`src/rtl/voice_pkg.sv`:
```
// Shared constants, parser state type and note-key lookup for the voice allocator.
package voice_pkg;

    localparam logic [7:0] SC_BREAK  = 8'hF0;
    localparam logic [7:0] SC_EXT    = 8'hE0;
    localparam logic [7:0] SC_ERR_LO = 8'h00;
    localparam logic [7:0] SC_ERR_HI = 8'hFF;

    typedef enum logic [1:0] {
        StIdle,
        StBrk,
        StExt,
        StExtBrk
    } ps2_state_e;

    function automatic logic is_note_key(input logic [7:0] code);
        case (code)
            8'h15, 8'h1C, 8'h1D, 8'h1B, 8'h24, 8'h23, 8'h2B, 8'h2C, 8'h34, 8'h35,
            8'h33, 8'h3B, 8'h43, 8'h42, 8'h44, 8'h4B, 8'h4D, 8'h4C, 8'h52, 8'h5B:
                is_note_key = 1'b1;
            default: is_note_key = 1'b0;
        endcase
    endfunction

endpackage

```
`src/rtl/ps2_prefix_parser.sv`:
```
// PS/2 prefix parser: tracks F0/E0 prefixes and flags plain make and break bytes.
module ps2_prefix_parser
    import voice_pkg::*;
(
    input  logic       clk,
    input  logic       reset,
    input  logic [7:0] code_in,
    input  logic       code_valid,
    output logic       make_valid,
    output logic       break_valid,
    output logic [7:0] code
);

    ps2_state_e state_q, state_d;

    assign code = code_in;

    // Strobes are decoded in the byte's own cycle so the voice table registers them
    // on the very next edge.
    always_comb begin
        state_d     = state_q;
        make_valid  = 1'b0;
        break_valid = 1'b0;
        if (code_valid) begin
            if (code_in == SC_ERR_LO || code_in == SC_ERR_HI) begin
                state_d = StIdle;
            end else begin
                case (state_q)
                    StIdle: begin
                        if (code_in == SC_BREAK) begin
                            state_d = StBrk;
                        end else if (code_in == SC_EXT) begin
                            state_d = StExt;
                        end else begin
                            make_valid = 1'b1;
                        end
                    end
                    StBrk: begin
                        break_valid = 1'b1;
                        state_d     = StIdle;
                    end
                    StExt:    state_d = (code_in == SC_BREAK) ? StExtBrk : StIdle;
                    StExtBrk: state_d = StIdle;
                    default:  state_d = StIdle;
                endcase
            end
        end
    end

    always_ff @(posedge clk or posedge reset) begin
        if (reset) begin
            state_q <= StIdle;
        end else begin
            state_q <= state_d;
        end
    end

endmodule

```
`src/rtl/voice_allocator.sv`:
```
// Polyphonic voice allocator: maps held PS/2 note keys onto NUM_VOICES scan-code channels.
// Define VOICE_STEAL_EN to steal the oldest voice instead of dropping when all are busy.
module voice_allocator
    import voice_pkg::*;
#(
    parameter int unsigned NUM_VOICES = 4
) (
    input  logic                    clk,
    input  logic                    reset,
    input  logic [7:0]              code_in,
    input  logic                    code_valid,
    output logic [8*NUM_VOICES-1:0] voice_code,
    output logic [NUM_VOICES-1:0]   voice_active,
    output logic                    note_on,
    output logic                    note_off,
    output logic [2:0]              event_voice,
    output logic                    drop
);

    logic       make_valid, break_valid;
    logic [7:0] pcode;

    ps2_prefix_parser u_parser (
        .clk        (clk),
        .reset      (reset),
        .code_in    (code_in),
        .code_valid (code_valid),
        .make_valid (make_valid),
        .break_valid(break_valid),
        .code       (pcode)
    );

`ifdef VOICE_STEAL_EN
    localparam logic [2:0] RankMax = 3'(NUM_VOICES - 1);
`endif

    logic [NUM_VOICES-1:0][7:0] code_q, code_d;
    logic [NUM_VOICES-1:0][2:0] rank_q, rank_d;
    logic [NUM_VOICES-1:0]      active_q, active_d;
    logic                       note_on_q, note_on_d, note_off_q, note_off_d, drop_q, drop_d;
    logic [2:0]                 event_voice_q, event_voice_d;

    logic       hit, free;
    logic [2:0] hit_idx, hit_rank, free_idx, n_active;

    always_comb begin
        code_d        = code_q;
        rank_d        = rank_q;
        active_d      = active_q;
        note_on_d     = 1'b0;
        note_off_d    = 1'b0;
        drop_d        = 1'b0;
        event_voice_d = event_voice_q;
        hit           = 1'b0;
        hit_idx       = '0;
        hit_rank      = '0;
        free          = 1'b0;
        free_idx      = '0;
        n_active      = '0;

        for (int i = 0; i < int'(NUM_VOICES); i++) begin
            if (active_q[i]) begin
                n_active = n_active + 3'd1;
                if (code_q[i] == pcode) begin
                    hit      = 1'b1;
                    hit_idx  = 3'(i);
                    hit_rank = rank_q[i];
                end
            end else if (!free) begin
                free     = 1'b1;
                free_idx = 3'(i);
            end
        end

        if (make_valid && is_note_key(pcode)) begin
            // A make for a code already sounding is typematic repeat.
            if (!hit) begin
                if (free) begin
                    for (int i = 0; i < int'(NUM_VOICES); i++) begin
                        if (3'(i) == free_idx) begin
                            code_d[i]   = pcode;
                            active_d[i] = 1'b1;
                            rank_d[i]   = n_active;
                        end
                    end
                    note_on_d     = 1'b1;
                    event_voice_d = free_idx;
                end else begin
`ifdef VOICE_STEAL_EN
                    for (int i = 0; i < int'(NUM_VOICES); i++) begin
                        if (rank_q[i] == '0) begin
                            code_d[i]     = pcode;
                            rank_d[i]     = RankMax;
                            event_voice_d = 3'(i);
                        end else begin
                            rank_d[i] = rank_q[i] - 3'd1;
                        end
                    end
                    note_on_d = 1'b1;
`else
                    drop_d = 1'b1;
`endif
                end
            end
        end else if (break_valid && is_note_key(pcode) && hit) begin
            for (int i = 0; i < int'(NUM_VOICES); i++) begin
                if (3'(i) == hit_idx) begin
                    code_d[i]   = SC_BREAK;
                    active_d[i] = 1'b0;
                    rank_d[i]   = '0;
                end else if (active_q[i] && rank_q[i] > hit_rank) begin
                    rank_d[i] = rank_q[i] - 3'd1;
                end
            end
            note_off_d    = 1'b1;
            event_voice_d = hit_idx;
        end
    end

    always_ff @(posedge clk or posedge reset) begin
        if (reset) begin
            code_q        <= {NUM_VOICES{SC_BREAK}};
            rank_q        <= '0;
            active_q      <= '0;
            note_on_q     <= 1'b0;
            note_off_q    <= 1'b0;
            drop_q        <= 1'b0;
            event_voice_q <= '0;
        end else begin
            code_q        <= code_d;
            rank_q        <= rank_d;
            active_q      <= active_d;
            note_on_q     <= note_on_d;
            note_off_q    <= note_off_d;
            drop_q        <= drop_d;
            event_voice_q <= event_voice_d;
        end
    end

    assign voice_code   = code_q;
    assign voice_active = active_q;
    assign note_on      = note_on_q;
    assign note_off     = note_off_q;
    assign drop         = drop_q;
    assign event_voice  = event_voice_q;

endmodule

```
`config.mk`:
```
export PLATFORM = sky130hd
export DESIGN_NAME = voice_allocator
export DESIGN_NICKNAME = d
export VERILOG_FILES = /design/src/rtl/voice_pkg.sv /design/src/rtl/ps2_prefix_parser.sv /design/src/rtl/voice_allocator.sv
export SDC_FILE = /design/constraint.sdc
export NUM_CORES = 1
export LEC_CHECK = 0
export ABC_AREA = 1
export BUFFER_PORTS_ARGS = -buffer_cell sky130_fd_sc_hd__clkbuf_2
export CAP_MARGIN = 0
export CORE_ASPECT_RATIO = 1.25
export CORE_MARGIN = 2
export CORE_UTILIZATION = 40
export DETAILED_ROUTE_END_ITERATION = 12
export PLACE_DENSITY = 0.62
export RECOVER_POWER = 50
export SKIP_LAST_GASP = 1
export SYNTH_ARGS = -nofsm -noshare
export SYNTH_HDL_FRONTEND = slang
export SYNTH_SLANG_ARGS = --single-unit
export TNS_END_PERCENT = 100
```
`constraint.sdc`:
```
create_clock -name clk -period 5.96 [get_ports clk]
set_clock_uncertainty 0.15 [all_clocks]
set_input_delay 1.788 -clock clk [delete_from_list [all_inputs] [get_ports clk]]
set_output_delay 1.788 -clock clk [all_outputs]
set_load 0.1 [all_outputs]
```
# Word-level counts from Yosys, hierarchy flattened
# Index checks and enable logic that the tools add are counted.
# word_totals
out_inout_bits,42
in_bits,11
elab_cells,152
reg_bits,44
# classes
n_eq_ne,43
n_reduce_logical,21
n_mux,75
# op_table
cell,count
32-bit two-way mux,4
"8-bit by 6-bit == test with 1-bit output, second input constant",8
"8-bit by 7-bit == test with 1-bit output, second input constant",8
8-bit two-way mux,8
1-bit two-way mux,42
3-bit two-way mux,12
"8-bit by 5-bit == test with 1-bit output, second input constant",4
8-bit == test,4
"8-bit == test, second input constant",3
5-bit AND reduction,4
20-bit OR reduction,1
4-bit two-way mux,4
"2-bit by 3-bit == test with 1-bit output, first input constant",4
2-bit nonzero test,5
8-bit logical NOT,1
2-bit two-way mux,4
"2-bit by 1-bit != test with 1-bit output, second input constant",4
"1-bit by 3-bit == test with 1-bit output, first input constant",2
3-bit logical NOT,2
2-bit one-hot mux with 3 select lines,1
"2-bit == test, second input constant",2
"2-bit != test, second input constant",2
"4-bit by 1-bit != test with 1-bit output, second input constant",1
1-bit logical AND,3
other kinds (6),6

# Longest topological paths before layout
# depth
ltp_word,12
ltp_mapped,17

# Modules after synthesis
# Synthesis repeated with hierarchy kept, for this count alone.
# hier_totals
hier_cells,469
hier_area_um2,3090.5
# by_module_without_submodules
mod,area_each_um2,instances,seq_area_each_um2,cells_per_inst
voice_allocator,2770.2,1,1046.0,414
ps2_prefix_parser,320.3,1,50.0,55

# Worst setup path before layout
# No wires, ideal clock.
# synth_path
path_kind,input-to-reg
start,in code_in[6]
end,reg active_q[2] (netlist: voice_active[2])
path_buffers,2
required_ns,5.687
setup_time_ns,0.123
path_slack_ns,2.477
cell_stages,16
arrival_time_ns,3.210
path_cell_list,buf_4 nand2_1 nor2_1 inv_1 nor2_1 nor2_2 nand3_2 nor2_4 nand2_4 inv_2 buf_6 nand3_2 nand2_4 nand2_2 nand2_1 nand2_1
# synth_via
elab_chain_len,12
word_cells_on_any_way,64
classes_between,eq/ne: 31; mux: 24; reduce/logical: 9
# synth_rtl
item,line_no,source
"start, declared",voice_allocator.sv:10,"input logic [7:0] code_in,"
8-bit == test,voice_allocator.sv:64,if (code_q[i] == pcode) begin
1-bit two-way mux,voice_allocator.sv:64,
1-bit two-way mux,voice_allocator.sv:62,if (active_q[i]) begin
1-bit two-way mux,voice_allocator.sv:64,
1-bit two-way mux,voice_allocator.sv:62,
1-bit two-way mux,voice_allocator.sv:64,
1-bit two-way mux,voice_allocator.sv:62,
1-bit two-way mux,voice_allocator.sv:64,
1-bit two-way mux,voice_allocator.sv:62,
1-bit logical AND,voice_allocator.sv:105,end else if (break_valid && is_note_key(pcode) && hit) begin
2-bit nonzero test (no source line),--,
5-bit AND reduction (no source line),--,
"end signal, assigned",voice_allocator.sv:132,active_q <= active_d;
"end, declared",voice_allocator.sv:39,"logic [NUM_VOICES-1:0] active_q, active_d;"
# Several ways; a longest one is shown, not always the timed one. The select of a mux whose other input is x is not followed.
# A chain may end at the register's enable or synchronous reset.

# Final worst setup path
# layout_path
start,in code_in[0]
end,"reg code_q, in the netlist voice_code[2]"
# layout_via
elab_chain_len,12
word_cells_on_any_way,64
classes_between,eq/ne: 30; mux: 24; reduce/logical: 10
# layout_rtl
item,line_no,source
8-bit == test,voice_allocator.sv:64,
1-bit two-way mux,voice_allocator.sv:64,
1-bit two-way mux,voice_allocator.sv:62,
1-bit two-way mux,voice_allocator.sv:64,
1-bit two-way mux,voice_allocator.sv:62,
1-bit two-way mux,voice_allocator.sv:64,
1-bit two-way mux,voice_allocator.sv:62,
1-bit two-way mux,voice_allocator.sv:64,
1-bit two-way mux,voice_allocator.sv:62,
1-bit logical AND,voice_allocator.sv:105,
2-bit nonzero test (no source line),--,
5-bit AND reduction (no source line),--,
"end signal, assigned",voice_allocator.sv:122,code_q <= {NUM_VOICES{SC_BREAK}};
"end signal, assigned",voice_allocator.sv:130,code_q <= code_d;
"end, declared",voice_allocator.sv:37,"logic [NUM_VOICES-1:0][7:0] code_q, code_d;"
# Several ways; a longest one is shown, not always the timed one. The select of a mux whose other input is x is not followed.

==> flow_summary.yaml <==
outcome:
  status: "complete, but fails checks"
  failed_checks: "capacitance limit, slew limit"
route:
  routed_wl_um: 9842
  routedWlPerCell_um: 15.52
  via_count: 3269
  via_per_inst: 5.156
  drtAntennaViolNets: 0
  first_iter_violations: 251
  dr.pass1.iters: 7
  drc: 0
timing:
  min_period_ps: 4385
  fmax_ghz: 0.2281
  rsz0062_at_grt: "no"
  slew_violations: 44
  worst_pin_slew_ps: 2349
  relSlewSlack_pct: -56.62
  hold_viol_final: 0
  period_share_pct: 73.57
  finalSetupTns_ps: 0
  setup_viol: 0
  fin_hold_ws_ps: 333.0
power:
  p_leak_nw: 1.845
  power_density_nw_per_um2: 247.3
  ir_worst_vdd_v: 0.0002737
synthesis:
  syn_area_per_cell_um2: 6.274
  synthesis.instances: 495
  synth_cell_types: 31
  synth.net_count: 506
  ys_ff_latch: 43
  syn_area_um2: 3105
  yosys_warnings: 0
  seq_area_frac_synth_pct: 35.29
clocking:
  cts.repair.resized: 0
  clk_pin_slew_worst_paths_ps: 90
  clock_path_buffers: 2
  holdBufCountCts: 0
  cts_max_level: 2
  cts_setup_buffers: 0
  cts_num_sinks: 43
  cts_buffers: 5
  root_buffer: "clkbuf_8"
  clk_latency_ps: 310
  cts_tree: "done"
global_routing:
  grt_max_degree: 44
  grt_overflow: 0
  first_global_vias: 3071
  grt_use_total_pct: 24.07
  grt_pass1_wl_um: 15990
  grt_antenna_before_repair: 0
final_layout:
  syn_to_final_growth_pct: 11.20
  fin_nets: 552
  post_route_cells_drive_above_1_share_pct: 16.24
  final_cells: 634
  antennaDiodeCount: 0
worst_setup_path:
  endpoint_kind: "flop"
  crit_slowest_cell: "clkbuf_1"
  startpoint_type: "input port"
  path_cells: "clkbuf_1 -> nand2_1 -> inv_1 -> nand2_1 -> nor2_1 -> nor2_2 -> nand3_1 -> nor2_4 -> nand2_4 -> nor2_1 -> a21oi_4 -> nand2_2 -> nand2_1 -> nand2_1"
  crit_type: "in -> reg"
  crit_fanout: 24
  arrival_ps: 4440
  max_stage_delay_ps: 560
  critPathRequiredTime_ps: 6010
  crit_path_frequent_cell: "nand2_1"
  critPathTopFamily: "simple AND/OR/NAND/NOR gates"
  cp.buffers_inverters: 2
placed_design:
  dp_cells: 626
  io_buffers: 51
  gp_congestion: 0.9810
  dpl.hpwl_um: 7376
floorplan:
  coreArea_um2: 7445
  die-width_um: 82.81
  start_util_pct: 41.71
  die_area_um2: 8489
  row_count: 35
  fp.dieH_um: 102.5
  ios: 53
worst_hold_path:
  min-delay-path-class: "reg -> reg"
run:
  cap_violations: 1
## routing by layer
metal | vias up | track usage [%] | routed length [um]
met2 | 141 | 40.32 | 4570
met4 | 0 | 11.48 | 418
met1 | 1495 | 31.46 | 4210
met5 | - | 0 | 0
li1 | 1602 | - | -
met3 | 31 | 2.722 | 643
## path summary, 6_finish.rpt
kind	cells after the start	to	slack (ps)	startpoint
min in group asynchronous	3	voice_active[2]$_DFFE_PP0P_	2170	reset
setup reg to reg	13	voice_code[2]$_DFFE_PP0P_	3220	voice_code[21]$_DFFE_PP1P_
max in group asynchronous	3	voice_code[24]$_DFFE_PP0P_	2170	reset
hold / removal	2	event_voice[1]$_DFFE_PP0P_	330	event_voice[1]$_DFFE_PP0P_
hold reg to reg	2	event_voice[1]$_DFFE_PP0P_	330	event_voice[1]$_DFFE_PP0P_
setup / recovery	14	voice_code[2]$_DFFE_PP0P_	1580	code_in[0]
## report_power, final
group	leakage, nW	switching [mW]	internal, mW
logic	1.25	0.218	0.0512
clock network	0.0524	0.110	0.126
registers	0.540	0.0249	0.324
total	1.85	0.353	0.501
## Yosys cell counts
| library cell | number | area [um^2] |
|---|---|---|
| dfstp_2 | 16 | 420.4 |
| a21oi_4 | 1 | 16.27 |
| nand2_1 | 217 | 814.5 |
| o22ai_1 | 1 | 6.260 |
| conb_1 | 1 | 3.750 |
| dfrtp_1 | 27 | 675.7 |
| a21boi_0 | 1 | 7.510 |
| nor2_2 | 1 | 6.260 |
| xor2_1 | 2 | 17.52 |
| nand4_1 | 9 | 56.30 |
| buf_2 | 2 | 10.01 |
| clkbuf_1 | 1 | 3.750 |
| or2_0 | 1 | 6.260 |
| inv_1 | 54 | 202.7 |
| nand2_2 | 6 | 37.54 |
| nand3b_1 | 1 | 7.510 |
| nor3_1 | 8 | 40.04 |
| o21bai_1 | 1 | 7.510 |
| xnor2_1 | 3 | 26.28 |
| nand3_1 | 37 | 185.2 |
| nor2_4 | 3 | 33.78 |
| o21ai_0 | 5 | 25.02 |
| a21oi_1 | 9 | 45.04 |
| xnor2_2 | 1 | 16.27 |
| nor2_1 | 53 | 198.9 |
| buf_4 | 7 | 52.55 |
| nand3_2 | 4 | 40.04 |
| o211ai_1 | 1 | 7.510 |
| inv_2 | 15 | 56.30 |
| buf_6 | 3 | 33.78 |
| nand2_4 | 4 | 45.04 |
## area by class of cell
cell class              instances  area (um^2)
clock buffers                   7        76.32
clock inverters                 1        30.03
fillers                       847         3991
inverters                      69        259.0
multi-input cells             370         1640
flip-flops and latches         43         1096
well taps                      92        115.1
repair buffers                 52        236.5
## worst reg2reg max path, delay by kind of cell, from the launching register on
family | cells | cell delay [ps]
buffers and inverters | 1 | 50
AND/OR/NAND/NOR | 11 | 1280
flip-flops | 1 | 580
AO/OA/AOI/OAI | 1 | 560
## registers in the layout (all words and copies together) (netlist names)
| signal | count |
|---|---|
| u_parser.state_q | 2 |
| note_on | 1 |
| drop | 1 |
| note_off | 1 |
| voice_active | 4 |
| voice_code | 32 |
| event_voice | 2 |
## cell families (layout without fill, tap and decap cells)
| group | Yosys count | in the layout | synth area share [%] |
|---|---|---|---|
| simple gates | 344 | 344 | 47.38 |
| buf+inv | 82 | 129 | 11.56 |
| flops | 43 | 43 | 35.29 |
| compound gates | 19 | 19 | 3.707 |
| xor+xnor | 6 | 6 | 1.934 |
| other cells | 1 | 1 | 0.1208 |
## per-stage QoR
step / cell area, um^2 / setup slack, ps / power (mW) / utilization [%]
2_1_floorplan: 3105 / 2477 / 0.5780 / -
3_3_place_gp: 3383 / 1667 / 0.6238 / 45.45
3_5_place_dp: 3383 / 1606 / 0.6259 / 45.45
4_1_cts: 3490 / 1939 / 0.8594 / 46.87
5_1_grt: 3453 / 1316 / 0.8913 / 46.39
6_report: 3453 / 1575 / 0.8539 / 46.39
## placed cells by master (no fill, tap or decap), drive strengths merged
master  instances
xnor2           4
nand2         227
nand3b          1
bufinv          1
nor2           57
xor2            2
a21oi          10
o211ai          1
or2             1
o22ai           1
nor3            8
nand4           9
nand3          41
dfstp          16
conb            1
o21ai           5
a21boi          1
o21bai          1
dfrtp          27
clkinv          1
clkbuf         59
inv            68
Power figures use the tool's default switching activity.
